File: src/rtl/fft_pkg.sv
// -----------------------------------------------------------------------------
// fft_pkg
// Shared constants and types for the 32-point radix-2 SDF FFT datapath.
//   N_FFT        transform length
//   DATA_W       signed width of each internal real/imag component
//   OUT_W        signed width of each output component
//   STAGE_DEPTH  feedback delay depth of each SDF stage, stage 1 first
//   cplx_t       packed complex sample at internal width
// -----------------------------------------------------------------------------
package fft_pkg;

    localparam int N_FFT  = 32;
    localparam int DATA_W = 22;
    localparam int OUT_W  = 16;

    localparam int STAGE_DEPTH [0:4] = '{16, 8, 4, 2, 1};

    typedef struct packed {
        logic signed [DATA_W-1:0] re;
        logic signed [DATA_W-1:0] im;
    } cplx_t;

endpackage

File: src/rtl/sdf_delay_bank.sv
// -----------------------------------------------------------------------------
// sdf_delay_bank
// DEPTH-entry circular storage of {real, imag, vld}. One enabled write port and
// one combinational read port share the same slot pointer, so the read returns
// the slot's old contents in the cycle it is overwritten.
// Ports:
//   clk        clock, rising edge
//   rst_n      asynchronous active-low reset (clears valid bits only)
//   i_we       write i_wr_* into slot i_ptr at the next edge
//   i_clr      synchronous clear of every valid bit (wins over i_we)
//   i_ptr      slot addressed by both ports
//   i_wr_real  sample to store, real
//   i_wr_imag  sample to store, imag
//   o_rd_real  slot i_ptr contents, real; 0 when slot not valid
//   o_rd_imag  slot i_ptr contents, imag; 0 when slot not valid
// -----------------------------------------------------------------------------
module sdf_delay_bank #(
    parameter int DEPTH  = 16,
    parameter int DATA_W = 22,
    parameter int PTR_W  = (DEPTH > 1) ? $clog2(DEPTH) : 1
) (
    input  logic                     clk,
    input  logic                     rst_n,
    input  logic                     i_we,
    input  logic                     i_clr,
    input  logic [PTR_W-1:0]         i_ptr,
    input  logic signed [DATA_W-1:0] i_wr_real,
    input  logic signed [DATA_W-1:0] i_wr_imag,
    output logic signed [DATA_W-1:0] o_rd_real,
    output logic signed [DATA_W-1:0] o_rd_imag
);

    logic signed [DATA_W-1:0] r_real [DEPTH];
    logic signed [DATA_W-1:0] r_imag [DEPTH];
    logic [DEPTH-1:0]         r_vld;

    // Data flops carry no reset; emptiness is tracked solely by r_vld.
    always_ff @(posedge clk) begin
        for (int i = 0; i < DEPTH; i++) begin
            if (i_we && !i_clr && (i_ptr == PTR_W'(i))) begin
                r_real[i] <= i_wr_real;
                r_imag[i] <= i_wr_imag;
            end
        end
    end

    always_ff @(posedge clk or negedge rst_n) begin
        if (!rst_n) begin
            r_vld <= '0;
        end else if (i_clr) begin
            r_vld <= '0;
        end else begin
            for (int i = 0; i < DEPTH; i++) begin
                if (i_we && (i_ptr == PTR_W'(i))) begin
                    r_vld[i] <= 1'b1;
                end
            end
        end
    end

    // Read mux built from slot compares so the pointer never indexes past DEPTH-1
    // for non-power-of-two depths.
    always_comb begin
        o_rd_real = '0;
        o_rd_imag = '0;
        for (int i = 0; i < DEPTH; i++) begin
            if ((i_ptr == PTR_W'(i)) && r_vld[i]) begin
                o_rd_real = r_real[i];
                o_rd_imag = r_imag[i];
            end
        end
    end

endmodule

File: src/rtl/sdf_feedback_delay.sv
// -----------------------------------------------------------------------------
// sdf_feedback_delay
// Feedback delay line closing the loop of one radix-2 SDF FFT stage. A sample
// written on shift k is returned on rd_* during shift k+DEPTH; cycles without
// shift_en freeze the line. rd_* comes only from flops, which breaks the
// combinational rd->butterfly->wr loop.
// Ports:
//   clk        clock, rising edge
//   rst_n      asynchronous active-low reset
//   shift_en   advance the line one slot this cycle
//   flush      synchronous clear of contents, pointer and occupancy (wins over shift_en)
//   wr_real    sample entering the line, real
//   wr_imag    sample entering the line, imag
//   rd_real    sample written DEPTH shifts ago, real; 0 when slot empty
//   rd_imag    same, imag
//   primed     line holds DEPTH samples since reset/flush
//   occupancy  samples held, saturating at DEPTH
//   wrap       pointer at DEPTH-1 while a shift is taken
// -----------------------------------------------------------------------------
module sdf_feedback_delay
    import fft_pkg::STAGE_DEPTH;
#(
    parameter int DEPTH  = STAGE_DEPTH[0],
    parameter int DATA_W = 22,
    parameter int CNT_W  = $clog2(DEPTH + 1)
) (
    input  logic                     clk,
    input  logic                     rst_n,
    input  logic                     shift_en,
    input  logic                     flush,
    input  logic signed [DATA_W-1:0] wr_real,
    input  logic signed [DATA_W-1:0] wr_imag,
    output logic signed [DATA_W-1:0] rd_real,
    output logic signed [DATA_W-1:0] rd_imag,
    output logic                     primed,
    output logic [CNT_W-1:0]         occupancy,
    output logic                     wrap
);

    localparam int PTR_W = (DEPTH > 1) ? $clog2(DEPTH) : 1;

    logic [PTR_W-1:0] r_ptr;
    logic [CNT_W-1:0] r_occ;
    logic             w_we;
    logic             w_ptr_last;

    assign w_we       = shift_en & ~flush;
    assign w_ptr_last = (r_ptr == PTR_W'(DEPTH - 1));

    // For DEPTH=1 w_ptr_last is always true, so r_ptr stays at 0.
    always_ff @(posedge clk or negedge rst_n) begin
        if (!rst_n) begin
            r_ptr <= '0;
            r_occ <= '0;
        end else if (flush) begin
            r_ptr <= '0;
            r_occ <= '0;
        end else if (shift_en) begin
            r_ptr <= w_ptr_last ? '0 : r_ptr + PTR_W'(1);
            if (r_occ != CNT_W'(DEPTH)) begin
                r_occ <= r_occ + CNT_W'(1);
            end
        end
    end

    sdf_delay_bank #(
        .DEPTH  (DEPTH),
        .DATA_W (DATA_W),
        .PTR_W  (PTR_W)
    ) u_bank (
        .clk       (clk),
        .rst_n     (rst_n),
        .i_we      (w_we),
        .i_clr     (flush),
        .i_ptr     (r_ptr),
        .i_wr_real (wr_real),
        .i_wr_imag (wr_imag),
        .o_rd_real (rd_real),
        .o_rd_imag (rd_imag)
    );

    assign occupancy = r_occ;
    assign primed    = (r_occ == CNT_W'(DEPTH));
    assign wrap      = w_we & w_ptr_last;

endmodule
File: config.mk
export PLATFORM = sky130hd
export DESIGN_NAME = sdf_feedback_delay
export DESIGN_NICKNAME = d
export VERILOG_FILES = /design/src/rtl/fft_pkg.sv /design/src/rtl/sdf_delay_bank.sv /design/src/rtl/sdf_feedback_delay.sv
export SDC_FILE = /design/constraint.sdc
export NUM_CORES = 1
export LEC_CHECK = 0
export CAP_MARGIN = 10
export CELL_PAD_IN_SITES_DETAIL_PLACEMENT = 0
export CELL_PAD_IN_SITES_GLOBAL_PLACEMENT = 2
export CORE_UTILIZATION = 45
export DETAILED_ROUTE_END_ITERATION = 12
export HOLD_SLACK_MARGIN = 0.06
export PLACE_DENSITY_LB_ADDON = 0.1
export SYNTH_ARGS = -nofsm -noshare
export SYNTH_HDL_FRONTEND = slang
export SYNTH_HIERARCHICAL = 1
export SYNTH_SLANG_ARGS = --single-unit
File: constraint.sdc
create_clock -name clk -period 4.08 [get_ports clk]
set_input_delay 0.816 -clock clk [delete_from_list [all_inputs] [get_ports clk]]
set_output_delay 0.816 -clock clk [all_outputs]
set_load 0.1 [all_outputs]
# Word-level counts from Yosys, hierarchy flattened
# Memory sizes are Yosys's and may differ from the RTL's.
# Cells that the tools add are included.
# classes
addsub,2
multipliers,0
div_mod_pow,0
n_lt_le_gt_ge,0
n_eq_ne,17
shifts,0
muxes,177
bitwise,3
reduce_logical,100
# ops
op,n
22-bit two-way mux,62
22-bit OR reduction,30
4-bit two-way mux,33
1-bit two-way mux,78
1-bit logical AND,49
2-bit nonzero test,18
"4-bit == test, second input constant",8
"4-bit by 3-bit == test with 1-bit output, second input constant",4
16-bit two-way mux,1
5-bit two-way mux,3
"4-bit by 2-bit == test with 1-bit output, second input constant",2
"5-bit by 1-bit adder with 5-bit output, second input constant",1
"5-bit == test, second input constant",1
"5-bit inequality test, second input constant",1
"4-bit by 1-bit adder with 4-bit output, second input constant",1
"4-bit by 1-bit == test with 1-bit output, second input constant",1
4-bit zero test,1
1-bit AND,2
2-bit AND reduction,1
1-bit zero test,1
1-bit NOT,1
# word_totals
reg_bits,25
latch_bits,0
ramBits,704
mem_bits_ro,0
input_bits,48
elab_cells,319
n_memories,2
# mem_list
name,depth,word_bits,rd,rd_ports_with_merged_regs,write_ports,line,rtl
u_bank.r_imag,16,22,16,0,1,sdf_delay_bank.sv:34,logic signed [DATA_W-1:0] r_imag [DEPTH];
u_bank.r_real,16,22,16,0,1,sdf_delay_bank.sv:33,logic signed [DATA_W-1:0] r_real [DEPTH];

# Longest topological paths before layout
# Gate-level depths: netlist of run 1.
# logic_depth
ltp_word,22
ltp_mapped,9

# Hierarchy
# Netlist of run 1, hierarchy kept.
# by_module_without_submodules
module,n_inst,cells_each,area_per_inst_um2
sdf_delay_bank,1,1440,26182.6
sdf_feedback_delay,1,50,495.5

# Least setup slack after synthesis of run 1
# No wires, ideal clock.
# synth_timing
path_kind,register -> output
start,register r_ptr[2]
end,output rd_real[20]
t_arrival_ns,3.121
path_slack_ns,0.143
stages_incl_launch_ff,9
n_path_buf,3
cell_sequence,dfrtp_1 buf_6 nand2b_4 buf_4 or3_1 and3_1 buf_6 and4b_1 o211ai_1
# synth_between
elab_chain_cells,18
elab_cells_between_ends,48
classes_between,eq/ne: 15; mux: 16; reduce/logical: 17
# synth_rtl
element,line,rtl
from (decl),sdf_feedback_delay.sv:42,logic [PTR_W-1:0] r_ptr;
from (signal assigned),sdf_feedback_delay.sv:59,r_ptr <= w_ptr_last ? '0 : r_ptr + PTR_W'(1);
4-bit zero test,sdf_delay_bank.sv:67,if ((i_ptr == PTR_W'(i)) && r_vld[i]) begin
1-bit logical AND,sdf_delay_bank.sv:67,
22-bit two-way mux (15 in series),sdf_delay_bank.sv:67,
22-bit two-way mux (*),sdf_delay_bank.sv:67,
to (decl),sdf_feedback_delay.sv:33,"output logic signed [DATA_W-1:0] rd_real,"
# Every way passes the cells marked *; elsewhere a longest branch is shown, timed or not.

# Final worst setup path of run 1
# layout_timing
start,register r_ptr[3]
end,output rd_real[20]
# Same word-level chain as after synthesis.

==> metrics, run 1 <==
cell taking the most area after synthesis edfxtp_1; number of diodes 0; CP Max Fanout 44; worst hold margin 563 ps; fin util 0.547; post-synthesis cell type count 43; placed cells 2307; drt wl/cell between 20 and 30 µm; clk buf depth 3; layer with the highest usage after global routing met2; Hold Vio Cnt, Final 0; Routed Wire Length between 60 and 70 mm; M1 GR Usage 0.321; hold path startpoint u_bank/r_vld[14]; CTS tree done; Die Y ~250 µm; Post-synth EDFFs 704; WHS Endpoint u_bank/r_vld[14]; vias per std cell around 6; worst slew pin tran approximately 970 ps; Synthesis Warnings 6; crit path kind flip-flop to output pin; DP HPWL around 36 mm; Mean Syn Cell Area around 18 µm²; r2r setup slk 1640 ps; Clock transition at path regs approximately 60 ps; vias in the first global route 15000; async set-reset flop share out of synthesis 0.0343; Worst path max stage delay slightly below 400 ps; met2 usage 0.378; most frequent cells in the layout edfxtp_1, nor2_1, a222oi_1; RR Startpoint r_ptr[1]; Tcrit/Tclk final 0.964; Required @ worst endpoint between 3000 and 4000 ps; core box area 0.0581 mm²; Die W between 200 and 250 µm; CTS sink cnt 729; antenna-violating nets left 0; FF-to-FF End u_bank/r_imag[0][147]; design area ~0.032 mm²; Port Buffer Count a little under 100; first-pass GRT wire length just over 100 mm; Worst Hold Path Cells 2; Max Cap Violations 0; Detailed Routing Iterations Pass 1 8; Placer Congestion 0.773; leakage 10.5 nW; top_reg_cell synth edfxtp_1; crit path launch type flip-flop; unrepaired setup endpoints after global routing false; Worst Path Arrival 3120 ps; Post-Syn Area around 0.027 mm²; drt drc 0; status finished clean; Final Critical Period 3930 ps; Final setup viols 0; Layout area overhead 19.2%; CP Capture Type output pin; pwr dens slightly below 500 mW/mm²; CP Cell Sequence buf_4 -> and2b_1 -> nand3_2 -> buf_8 -> o22ai_1 -> or3_1 -> o211ai_1 -> buf_12; fmax 0.254 GHz; most area-consuming cells after synthesis edfxtp_1, a222oi_1, dfrtp_1; CTS Buf Count between 70 and 80; initial core utilization 0.459; Seq cells post-synth approximately 730; total grt overflow 0; 1st-iter DRT viols approximately 1400; largest net degree at the start of global routing 45; commonest non-fill, non-tap cell in the layout edfxtp_1; cells on worst reg2reg path 4; Clock Root Buffer clkbuf_16; Post-Syn Nets approximately 1500; final net count 1673; num ports ~100; initial antenna violation count 1; Tot GR Track Use 0.232; final slew viol count 0; Critical Path Slowest Stage Cell dfrtp_1; layout cells sized above 1 0.150; area share of the largest cell type after synthesis 0.792; hold crit path type flip-flop to flip-flop; met3 Use GR 0.0416; Seq/Total Area, Yosys 0.816; die area ~0.060 mm²; Non-Filler Instances roughly 2400; floorplan row count 88; vias roughly 15000; TNS Setup 0 ps; worst clock skew roughly 17 ps; maximum vdd ir drop roughly 0.3 mV; Cells after Synth around 1500; DP Area just under 0.03 mm²; H-Tree Depth 3; slew margin rel. 0.349; Clock Latency Late Sink roughly 620 ps
[cells in the mapped netlist (all sizes together), types with 2 or more instances]
cell type  count
edfxtp       704
nor2         112
a222oi        86
clkbuf        61
o22ai         60
nand2         55
a22oi         46
o221ai        44
a21o          43
a221oi        43
nor3          43
o211ai        43
buf           40
dfrtp         25
inv           18
and3          12
nand3         10
nor2b          6
mux2i          4
nand2b         4
or3            4
a21oi          3
ha             3
xor2           3
a31oi          2
and2           2
and4b          2
mux2           2
nand4          2
o21ai          2
[logic make-up (layout without fill, tap and decap cells)]
group | after synthesis | count (layout) | synth area share
simple gates | 257 | 258 | 0.0439
fa+ha+maj | 3 | 3 | 0.00141
buf+inv | 119 | 303 | 0.0216
mux | 6 | 6 | 0.00234
xor+xnor | 3 | 3 | 0.000985
flops | 729 | 729 | 0.816
compound gates | 373 | 373 | 0.114
[flip-flops by register name (all words and copies together), names as in the netlist]
| register | count |
|---|---|
| u_bank/r_vld | 16 |
| u_bank/r_imag | 352 |
| occupancy | 5 |
| u_bank/r_real | 352 |
| r_ptr | 4 |
[what timing repair did]
| action | 4_1_cts | 5_1_grt |
|---|---|---|
| hold buffers | 0 | 0 |
| pin swaps | 0 | 1 |
| cloned | 0 | 1 |
| setup endpoints to repair | 44 | 29 |
| resized for setup | 5 | 10 |
| buffers inserted | 0 | 1 |
[critical path: cells and delay by family, from the launching register on]
family	cells	cell delay, ps
AND/OR/NAND/NOR	3	830
buffers and inverters	3	810
AO/OA/AOI/OAI	2	470
flip-flops	1	390
[stage by stage]
stage          power (W)  setup WS (ps)
2_1_floorplan    0.00870            143
3_3_place_gp     0.00901            443
3_5_place_dp     0.00901            428
4_1_cts           0.0155           37.9
5_1_grt           0.0158           20.4
6_report          0.0153            148
[power breakdown]
| group | total, W | switching [W] | internal, W |
|---|---|---|---|
| sequential | 0.00826 | 0.0000167 | 0.00824 |
| clock | 0.00649 | 0.00275 | 0.00374 |
| combinational | 0.000598 | 0.000411 | 0.000187 |
[final cells by class]
class / instances / area (µm²)
sequential: 729 / 21800
clock buffer: 90 / 2000
multi-input combinational: 643 / 4560
clock inverter: 41 / 317
tap: 765 / 957
timing repair buffer: 154 / 2140
inverter: 18 / 67.6
fill: 4575 / 26300
[metal layers]
layer	up-vias	routed length, µm
li1	6492	-
met1	7779	29300
met2	577	33800
met3	98	4940
met4	2	1380
met5	-	14
[worst max path at each step]
stage / start / end / cells past startpoint
2_1_floorplan: r_ptr[2] / rd_real[20] / 8
3_3_place_gp: r_ptr[0] / rd_real[21] / 7
3_5_place_dp: r_ptr[0] / rd_real[21] / 7
4_1_cts: r_ptr[0] / rd_imag[16] / 7
5_1_grt: r_ptr[3] / rd_real[20] / 8
6_report: r_ptr[3] / rd_real[20] / 8
Note: power is estimated with default switching activity, not from simulation.
==> run 2: changes to the inputs <==
==> constraint.sdc (replaced) <==
create_clock -name clk -period 4.3 [get_ports clk]
set_input_delay 0.86 -clock clk [delete_from_list [all_inputs] [get_ports clk]]
set_output_delay 0.86 -clock clk [all_outputs]
set_load 0.1 [all_outputs]
==> metrics, run 2 (same netlist as run 1, synthesis figures left out) <==
status finished clean (unchanged); Clock Latency Late Sink 610 ps (was 620 ps); CP Max Fanout 16 (was 44); CTS sink cnt 729 (unchanged); Final Critical Period between 4000 and 5000 ps; Hold Vio Cnt, Final 0 (unchanged); antenna-violating nets left 0 (unchanged); Layout area overhead 19.1% (was 19.2%); Filler cells 4618 (was 4575); num ports 99 (unchanged); vias per std cell 6.03 (was 6.13); clk buf depth 3 (unchanged); crit path launch type flip-flop (unchanged); total grt overflow 0 (unchanged); Tcrit/Tclk final 0.941; RR Startpoint r_ptr[1] (unchanged); Final setup viols 0 (unchanged); worst hold margin 539 ps (was 563 ps); worst clock skew 19.2 ps (was 17.2 ps); CP Capture Type output pin (unchanged); final net count 1679 (was 1673); Placer Congestion 0.745 (was 0.773); vias 14800 (was 14900); DP HPWL 38.0 mm (was 36.3 mm); floorplan row count 88 (unchanged); leakage 10.5 nW (about the same); combinational share of power 0.039 (about the same); drt drc 0 (unchanged); unrepaired setup endpoints after global routing false (unchanged); TNS Setup 0 ps (unchanged); Max Cap Violations 0 (unchanged); Die Y 245 µm (unchanged); Clock Root Buffer clkbuf_16 (unchanged); multi-input logic area 0.00452 mm² (was 0.00456 mm²); H-Tree Depth 3 (unchanged); commonest non-fill, non-tap cell in the layout edfxtp_1 (unchanged); Worst Path Arrival 3190 ps (was 3120 ps); worst slew pin tran 979 ps (was 974 ps); hold crit path type flip-flop to flip-flop (unchanged); slew margin rel. 0.345 (was 0.349); critical path startpoint r_ptr[1] (was r_ptr[3]); maximum vdd ir drop 0.302 mV (was 0.304 mV); Tot GR Track Use 0.233 (was 0.232); fmax about 0.25 GHz; crit path kind flip-flop to output pin (unchanged); largest net degree at the start of global routing 45 (unchanged); initial core utilization 0.459 (unchanged); layout cells sized above 1 0.148 (was 0.150); die area 0.0603 mm² (unchanged); post-route setup slack 253 ps (was 148 ps); Clock transition at path regs 60 ps (about the same); Die W 245 µm (unchanged); Largest regs u_bank/r_imag (352), u_bank/r_real (352), u_bank/r_vld (16) (unchanged); final slew viol count 0 (unchanged); FF+latch area 0.0218 mm² (about the same); drt wl/cell 28.1 µm (was 28.5 µm); Detailed Routing Iterations Pass 1 8 (unchanged); pwr dens 457 mW/mm² (was 482 mW/mm²); Routed Wire Length 68.9 mm (was 69.5 mm); core box area 0.0581 mm² (unchanged); Required @ worst endpoint 3440 ps (was 3260 ps); 1st-iter DRT viols 1318 (was 1433); switching fraction of total power 0.206 (was 0.207); vias in the first global route 15300 (was 15000); Place WS 662 ps (was 428 ps); CTS Buf Count 76 (unchanged); sequential power share 0.540 (was 0.538); hold path startpoint u_bank/r_vld[3] (was u_bank/r_vld[14]); initial antenna violation count 1 (unchanged); switching pwr 0.00299 W (was 0.00318 W); clock power share 0.421 (was 0.423); Internal 0.0115 W (was 0.0122 W); Port Buffer Count 98 (unchanged); first-pass GRT wire length 101 mm (about the same); CTS tree done (unchanged); most frequent cells in the layout edfxtp_1, nor2_1, a222oi_1 (unchanged)
[run 2: cell types whose count changed in the layout (fill, tap and decap cells not counted), moves of 2 or more]
cell	delta
nor2b_2	-2
clkinv_1	+8
clkbuf_1	+2
inv_6	-3
buf_4	+10
and3_2	+3
buf_12	-4
nand3_4	-2
and3_4	-4
nand3_2	+2
clkinv_2	-2
[run 2: worst max-delay path, cell delays in order (launching register included)]
cell      delay [ps]
dfrtp_1          520
nor2_1           390
and3_2           590
buf_4            350
a222oi_1         130
o211ai_1         190
a21o_1           220
buf_12           180
[run 2: worst paths after layout]
check	end	slack (ps)	cells past startpoint
worst min-delay path	u_bank/r_vld[3]	540	2
worst max register to register	u_bank/r_imag[1][148]	1580	4
worst max-delay path	rd_imag[20]	250	7
max in group asynchronous	u_bank/r_vld[11]	3390	2
min in group asynchronous	u_bank/r_vld[0]	640	2
worst min register to register	u_bank/r_vld[3]	540	2
[run 2: power by group through the flow]
| stage | registers [W] | logic [W] | clock network (W) |
|---|---|---|---|
| global route | 0.00783 | 0.000592 | 0.00650 |
| global placement | 0.00798 | 0.000557 | 0 |
| finish | 0.00783 | 0.000560 | 0.00611 |
| detailed placement | 0.00798 | 0.000566 | 0 |
| floorplan | 0.00799 | 0.000261 | 0 |
| CTS | 0.00783 | 0.000568 | 0.00624 |
[run 2: repair_timing]
action / in CTS / in global routing
hold buffers: 0 / 0
setup buffers: 0 / 0
gates resized for setup: 1 / 4
setup endpoints to repair: 1 / 26
[run 2: through the flow]
| stage | instance area [µm²] | total power (W) | utilization | cells |
|---|---|---|---|---|
| after floorplan | 26700 | 0.00825 | - | 1490 |
| after global placement | 29400 | 0.00854 | 0.506 | 2315 |
| after detailed placement | 29400 | 0.00855 | 0.506 | 2315 |
| after CTS | 31700 | 0.0146 | 0.546 | 2451 |
| after global routing | 31800 | 0.0149 | 0.546 | 2451 |
| final | 31800 | 0.0145 | 0.546 | 2452 |
[run 2: layout make-up]
class | instances | share of cell area
Timing Repair Buffer | 161 | 0.0676
Antenna cell | 1 | 0.0000788
Tap cell | 765 | 0.0301
Multi-Input combinational cell | 642 | 0.142
Clock inverter | 43 | 0.00859
Clock buffer | 93 | 0.0639
Inverter | 18 | 0.00213
Sequential cell | 729 | 0.685
[run 2: layer usage]
metal  GRT usage  share of wire
met3      0.0446          0.057
met1       0.300           0.41
met4      0.0811          0.028
met2       0.394           0.50
met5           0        0.00019
==> run 3: changes to the inputs <==
--- a/config.mk
+++ b/config.mk
@@ -12,6 +12,7 @@
 export DETAILED_ROUTE_END_ITERATION = 12
 export HOLD_SLACK_MARGIN = 0.06
 export PLACE_DENSITY_LB_ADDON = 0.1
+export SLEW_MARGIN = 15
 export SYNTH_ARGS = -nofsm -noshare
 export SYNTH_HDL_FRONTEND = slang
 export SYNTH_HIERARCHICAL = 1
==> results of run 3 <==
No change in the layout: final DEF, timing and power equal those of run 2.
